File: src/rtl/perf_trace_unit_pkg.sv
// Shared types and constants for the performance trace unit.
// A record is four 32-bit fields packed with W0 in the most significant slot.
package perf_trace_unit_pkg;

   localparam int FIELD_W   = 32;
   localparam int REC_WORDS = 4;
   localparam int REC_W     = FIELD_W * REC_WORDS;

   typedef enum logic {
      ST_IDLE = 1'b0,
      ST_SEND = 1'b1
   } trace_state_t;

   localparam logic [1:0] W0 = 2'd0;
   localparam logic [1:0] W1 = 2'd1;
   localparam logic [1:0] W2 = 2'd2;
   localparam logic [1:0] W3 = 2'd3;

   function automatic logic [FIELD_W-1:0] rec_word(input logic [REC_W-1:0] rec,
                                                   input logic [1:0]       idx);
      logic [FIELD_W-1:0] word;
      case (idx)
         W0:      word = rec[4*FIELD_W-1 -: FIELD_W];
         W1:      word = rec[3*FIELD_W-1 -: FIELD_W];
         W2:      word = rec[2*FIELD_W-1 -: FIELD_W];
         default: word = rec[FIELD_W-1 -: FIELD_W];
      endcase
      return word;
   endfunction

endpackage

File: src/rtl/perf_trace_unit_trace_fifo.sv
// Synchronous record FIFO with wrap-bit pointers for full/empty.
// A push on a full FIFO is accepted only when a pop happens on the same edge.
module trace_fifo #(
   parameter int WIDTH = 32,
   parameter int DEPTH = 4
) (
   input  logic                       clk,
   input  logic                       rst_n,
   input  logic                       push,
   input  logic                       pop,
   input  logic [WIDTH-1:0]           wdata,
   output logic [WIDTH-1:0]           rdata,
   output logic                       full,
   output logic                       empty,
   output logic [$clog2(DEPTH):0]     count
);

   localparam int AW = $clog2(DEPTH);

   logic [WIDTH-1:0] mem [DEPTH];
   logic [AW:0]      wr_ptr;
   logic [AW:0]      rd_ptr;
   logic             wr_en;
   logic             rd_en;

   assign empty = (wr_ptr == rd_ptr);
   assign full  = (wr_ptr[AW] != rd_ptr[AW]) && (wr_ptr[AW-1:0] == rd_ptr[AW-1:0]);
   assign count = wr_ptr - rd_ptr;
   assign rdata = mem[rd_ptr[AW-1:0]];

   assign rd_en = pop && !empty;
   assign wr_en = push && (!full || rd_en);

   always_ff @(posedge clk or negedge rst_n) begin
      if (!rst_n) begin
         wr_ptr <= '0;
         rd_ptr <= '0;
      end else begin
         if (wr_en) wr_ptr <= wr_ptr + 1'b1;
         if (rd_en) rd_ptr <= rd_ptr + 1'b1;
      end
   end

   // Storage is never reset; the reader only sees it through the empty flag.
   always_ff @(posedge clk) begin
      if (wr_en) mem[wr_ptr[AW-1:0]] <= wdata;
   end

endmodule

File: src/rtl/perf_trace_unit.sv
// Cycle/stall/flush trace collector: snapshots counters into a record FIFO
// and streams each record out as four words with a valid/ready handshake.
//
// state   | meaning
// --------+---------------------------------------------------------
// ST_IDLE | no record on the output; wait for a non-empty FIFO
// ST_SEND | presenting word word_idx of the FIFO head record
module perf_trace_unit
   import perf_trace_unit_pkg::*;
#(
   parameter int DEPTH      = 4,
   parameter int MAX_CYCLES = 10
) (
   input  logic        clk_i,
   input  logic        rst_n_i,
   input  logic        start_i,
   input  logic [31:0] pc_i,
   input  logic        stall_i,
   input  logic        branch_i,
   input  logic        flush_i,
   output logic [31:0] tdata_o,
   output logic        tvalid_o,
   input  logic        tready_i,
   output logic        tlast_o,
   output logic        overflow_o,
   output logic [15:0] drop_cnt_o,
   output logic        done_o
);

   localparam int                 CW        = $clog2(DEPTH) + 1;
   localparam logic [FIELD_W-1:0] CYC_LIMIT = FIELD_W'(MAX_CYCLES);

   logic [FIELD_W-1:0] cyc_cnt;
   logic [FIELD_W-1:0] stall_cnt;
   logic [FIELD_W-1:0] flush_cnt;
   trace_state_t       state;
   logic [1:0]         word_idx;

   logic               traced;
   logic               handshake;
   logic               pop;
   logic               drop;
   logic               fifo_full;
   logic               fifo_empty;
   logic [CW-1:0]      fifo_count;
   logic [REC_W-1:0]   push_rec;
   logic [REC_W-1:0]   head_rec;

   assign traced    = start_i && (cyc_cnt < CYC_LIMIT);
   assign handshake = (state == ST_SEND) && tready_i;
   assign pop       = handshake && (word_idx == W3);
   assign drop      = traced && fifo_full && !pop;
   assign push_rec  = {cyc_cnt, pc_i, stall_cnt, flush_cnt};

   trace_fifo #(
      .WIDTH (REC_W),
      .DEPTH (DEPTH)
   ) u_trace_fifo (
      .clk   (clk_i),
      .rst_n (rst_n_i),
      .push  (traced && !drop),
      .pop   (pop),
      .wdata (push_rec),
      .rdata (head_rec),
      .full  (fifo_full),
      .empty (fifo_empty),
      .count (fifo_count)
   );

   always_ff @(posedge clk_i or negedge rst_n_i) begin
      if (!rst_n_i) begin
         cyc_cnt   <= '0;
         stall_cnt <= '0;
         flush_cnt <= '0;
      end else if (traced) begin
         cyc_cnt <= cyc_cnt + 1'b1;
         if (stall_i && !branch_i) stall_cnt <= stall_cnt + 1'b1;
         if (flush_i)              flush_cnt <= flush_cnt + 1'b1;
      end
   end

   always_ff @(posedge clk_i or negedge rst_n_i) begin
      if (!rst_n_i) begin
         overflow_o <= 1'b0;
         drop_cnt_o <= '0;
      end else if (drop) begin
         overflow_o <= 1'b1;
         if (drop_cnt_o != 16'hFFFF) drop_cnt_o <= drop_cnt_o + 1'b1;
      end
   end

   // After a pop, a record pushed on that same edge is only picked up from
   // IDLE, so no record ever reaches the output on the edge it was written.
   always_ff @(posedge clk_i or negedge rst_n_i) begin
      if (!rst_n_i) begin
         state    <= ST_IDLE;
         word_idx <= W0;
      end else begin
         case (state)
            ST_IDLE: begin
               word_idx <= W0;
               if (!fifo_empty) state <= ST_SEND;
            end
            ST_SEND: begin
               if (handshake) begin
                  if (word_idx == W3) begin
                     word_idx <= W0;
                     if (fifo_count <= CW'(1)) state <= ST_IDLE;
                  end else begin
                     word_idx <= word_idx + 1'b1;
                  end
               end
            end
            default: begin
               state    <= ST_IDLE;
               word_idx <= W0;
            end
         endcase
      end
   end

   assign tvalid_o = (state == ST_SEND);
   assign tdata_o  = tvalid_o ? rec_word(head_rec, word_idx) : '0;
   assign tlast_o  = tvalid_o && (word_idx == W3);
   assign done_o   = (cyc_cnt == CYC_LIMIT) && fifo_empty && (state == ST_IDLE);

endmodule

File: config.mk
export PLATFORM = sky130hd
export DESIGN_NAME = perf_trace_unit
export DESIGN_NICKNAME = d
export VERILOG_FILES = /design/src/rtl/perf_trace_unit_pkg.sv /design/src/rtl/perf_trace_unit_trace_fifo.sv /design/src/rtl/perf_trace_unit.sv
export SDC_FILE = /design/constraint.sdc
export NUM_CORES = 1
export LEC_CHECK = 0
export ABC_AREA = 0
export ABC_CLOCK_PERIOD_IN_PS = 7800
export BUFFER_PORTS_ARGS = -buffer_cell sky130_fd_sc_hd__buf_4
export CAP_MARGIN = 20
export CORE_ASPECT_RATIO = 0.9
export CORE_MARGIN = 2
export CORE_UTILIZATION = 38
export DETAILED_ROUTE_END_ITERATION = 6
export GPL_TIMING_DRIVEN = 0
export SYNTH_ARGS = -nofsm -noshare
export SYNTH_HDL_FRONTEND = slang
export SYNTH_SLANG_ARGS = --single-unit
File: constraint.sdc
create_clock -name clk_i -period 7.8 [get_ports clk_i]
set_input_delay 0.39 -clock clk_i [delete_from_list [all_inputs] [get_ports clk_i]]
set_output_delay 0.39 -clock clk_i [all_outputs]
set_load 0.03 [all_outputs]
==> metrics.yaml <==
postLayoutSetupSlackWorst_ns: 3.234
grt.total_usage_pct: 16.48
hold_viol_final: 0
drtPass1Iterations: 7
cp_num_buf_inv: 3
worst_setup_path_end_kind: "output pin"
synthFlopType: "edfxtp_1"
io_buffers: 90
nNetsFinal: 1533
routed_via_density: 5.323
netlist_area_um2: 24780
clock-sinks: 634
fin_skew_ns: 0.03775
worst-path-max-fanout: 10
fin_crit_ns: 4.566
drtAntennaViolNets: 0
fmax_ghz: 0.2190
fin_crit_sh_pct: 58.54
synthCells: 1272
h-tree-depth: 3
critPathKind: "register to output pin"
clk_pin_slew_ns: 0.06
antenna_cells: 0
antenna_found_initial: 0
wl_met1_mm: 24.90
dp_slack_ns: 3.333
floorplan.initialDensity_pct: 38.53
tritoncts: "yes"
die_h_um: 246.2
grt_pass1_wl_mm: 82.49
synthTopCellsByArea: "edfxtp_1 (62%), dfrtp_1 (12%), mux4_2 (12%)"
via_count: 12710
power_density_nw_per_um2: 379.5
dieWidth_um: 273.2
setup_violations: 0
syn_to_final_growth_pct: 18.58
synth_warnings: 0
synth_top_area_share_pct: 62.06
routedWlPerCell_um: 22.73
hold_class: "input port to register"
violations: "DRC"
relSlewSlack_pct: 36.74
clkLatencyLatePin_ns: 0.62
cap_viol_max_count: 0
drv_slew: 0
cts_inserted_buffers: 68
cts_buffer_depth: 3
synth_edf_count: 512
drc: 8
crit_chain: "clkbuf_1, buf_2, mux4_2, a222oi_1, a21oi_1, buf_4"
wl_met2_mm: 25.42
tightest_slew_ns: 0.9437
wl_met3_mm: 2.718
grt_pass1_vias: 13120
pin_count: 91
ir_worst_vdd_uv: 370.1
post-synth-top-area-cell: "edfxtp_1"
wirelength_mm: 54.27
cp_top_family: "buffers and inverters"
drt-initial-drc-count: 1117
grt_max_degree: 66
setup_tns_ns: 0
gp_congestion: 0.7815
dp.final_hpwl_mm: 35.26
grt_setup_unrepaired: "no"
row_count: 88
fill_cells: 5561
max_stage_delay_ns: 0.86
cts-root-buf: "clkbuf_16"
layout-drive-gt1-share_pct: 25.05
syn_avg_cell_area_um2: 19.48
dieArea_um2: 67260
synth_cell_types: 44
coreArea_um2: 64300
gr-total-overflow: 0
fin_util_pct: 45.69
setup.worst_path.start_class: "register"
highest_layer: "met4"
worst_hold_slack_ns: 0.1529
outcome: "finished, violations left"
ys_seq_elements: 634
required_ns: 7.41
async_flop_share_pct: 19.24
arrival_ns: 4.18
crit_slowest_cell: "a222oi_1"
leakage_nw: 10.11
synthesis.nets: 1328
seq_area_frac_synth_pct: 74.38
## where the power goes
group	switching, W	internal (W)
combinational	0.00219	0.00136
sequential	0.000195	0.00418
clock	0.00128	0.00194
## final timing paths
check,from,depth (start not counted),slack (ns),endpoint
max,u_trace_fifo.rd_ptr[0]$_DFFE_PN0P_,6,3.23,tdata_o[20]
min,tready_i,3,0.15,u_trace_fifo.rd_ptr[2]$_DFFE_PN0P_
max reg2reg,u_trace_fifo.rd_ptr[1]$_DFFE_PN0P_,8,3.35,u_trace_fifo.mem[1][109]$_DFFE_PP_
min reg2reg,overflow_o$_DFFE_PN0P_,1,0.48,overflow_o$_DFFE_PN0P_
max in group asynchronous,rst_n_i,3,6.62,cyc_cnt[18]$_DFFE_PN0P_
min in group asynchronous,rst_n_i,2,0.40,drop_cnt_o[15]$_DFFE_PN0P_
## tightest hold or removal path: stages
cell and delay [ns]:
buf_4 0.15, nand4_1 0.10, xnor2_1 0.06
## cells by family after synthesis
| kind of cell | after synthesis | synth area share [%] |
|---|---|---|
| AO/OA/AOI/OAI | 101 | 2.737 |
| flip-flops | 634 | 74.38 |
| buffers and inverters | 98 | 1.611 |
| XOR/XNOR | 85 | 3.005 |
| adder cells (fa/ha/maj) | 17 | 0.8888 |
| AND/OR/NAND/NOR | 202 | 5.439 |
| multiplexers | 135 | 11.94 |
## synth_stat cells (18+ instances only)
| cell | instances |
|---|---|
| o21ai_0 | 34 |
| xor2_1 | 18 |
| edfxtp_1 | 512 |
| a21oi_1 | 32 |
| nand3_1 | 34 |
| nand4_1 | 37 |
| clkbuf_1 | 56 |
| xnor2_1 | 67 |
| a222oi_1 | 32 |
| mux4_2 | 128 |
| dfrtp_1 | 122 |
| nand2_1 | 28 |
## state kept, by name (all words and copies together) (netlist names), 2 cells and up
name,cells
flush_cnt,32
u_trace_fifo.wr_ptr,3
word_idx,2
stall_cnt,32
drop_cnt_o,16
u_trace_fifo.mem,512
u_trace_fifo.rd_ptr,3
cyc_cnt,32
## cell type report
| cell class | instances | area, um^2 | share of cell area (%) |
|---|---|---|---|
| clock buffers | 91 | 1849 | 6.295 |
| plain buffers | 82 | 339.1 | 1.154 |
| inverters | 16 | 60.06 | 0.2044 |
| multi-input cells | 540 | 5958 | 20.28 |
| clock inverters | 35 | 391.6 | 1.333 |
| flip-flops and latches | 634 | 18430 | 62.73 |
| well taps | 855 | 1070 | 3.641 |
| repair buffers | 135 | 1282 | 4.365 |
## routing by layer
metal,global-route usage [%],up-vias
met1,24.07,6715
met4,5.432,0
li1,-,5576
met3,2.300,75
met5,0,-
met2,25.56,345
## metrics by stage
stage / power (W) / std cells / instance area (um^2)
6_report: 0.01115 / 2388 / 29380
3_5_place_dp: 0.008025 / 2228 / 26790
3_3_place_gp: 0.008022 / 2217 / 26520
2_1_floorplan: 0.006632 / 1272 / 24780
4_1_cts: 0.01127 / 2387 / 29360
5_1_grt: 0.01161 / 2388 / 29380
## placed cells by master, fill, tap and decap left out, types with 9 or more instances in the layout
cell type	Yosys	final
a21oi_1	32	32
nor3_2	9	9
and3_1	16	16
dlygate4sd3_1	0	33
o21ai_0	34	34
buf_16	0	9
dfrtp_1	122	122
buf_4	1	90
nor2_1	14	14
inv_1	15	15
xnor2_1	67	67
buf_2	16	18
ha_1	16	16
xor2_1	18	18
and4_1	9	9
clkbuf_16	0	69
mux4_2	128	128
nor4_1	9	9
clkbuf_1	56	74
nand4_1	37	37
clkinv_2	0	13
nand2_1	28	28
a222oi_1	32	32
edfxtp_1	512	512
nand3_1	34	34
## what timing repair did
| item | 4_1_cts | 5_1_grt |
|---|---|---|
| hold buffers | 33 | 0 |
| setup buffers | 0 | 0 |
| endpoints found under the hold margin | 192 | 0 |
| gates resized for setup | 0 | 0 |
(Power assumes the default switching activity.)
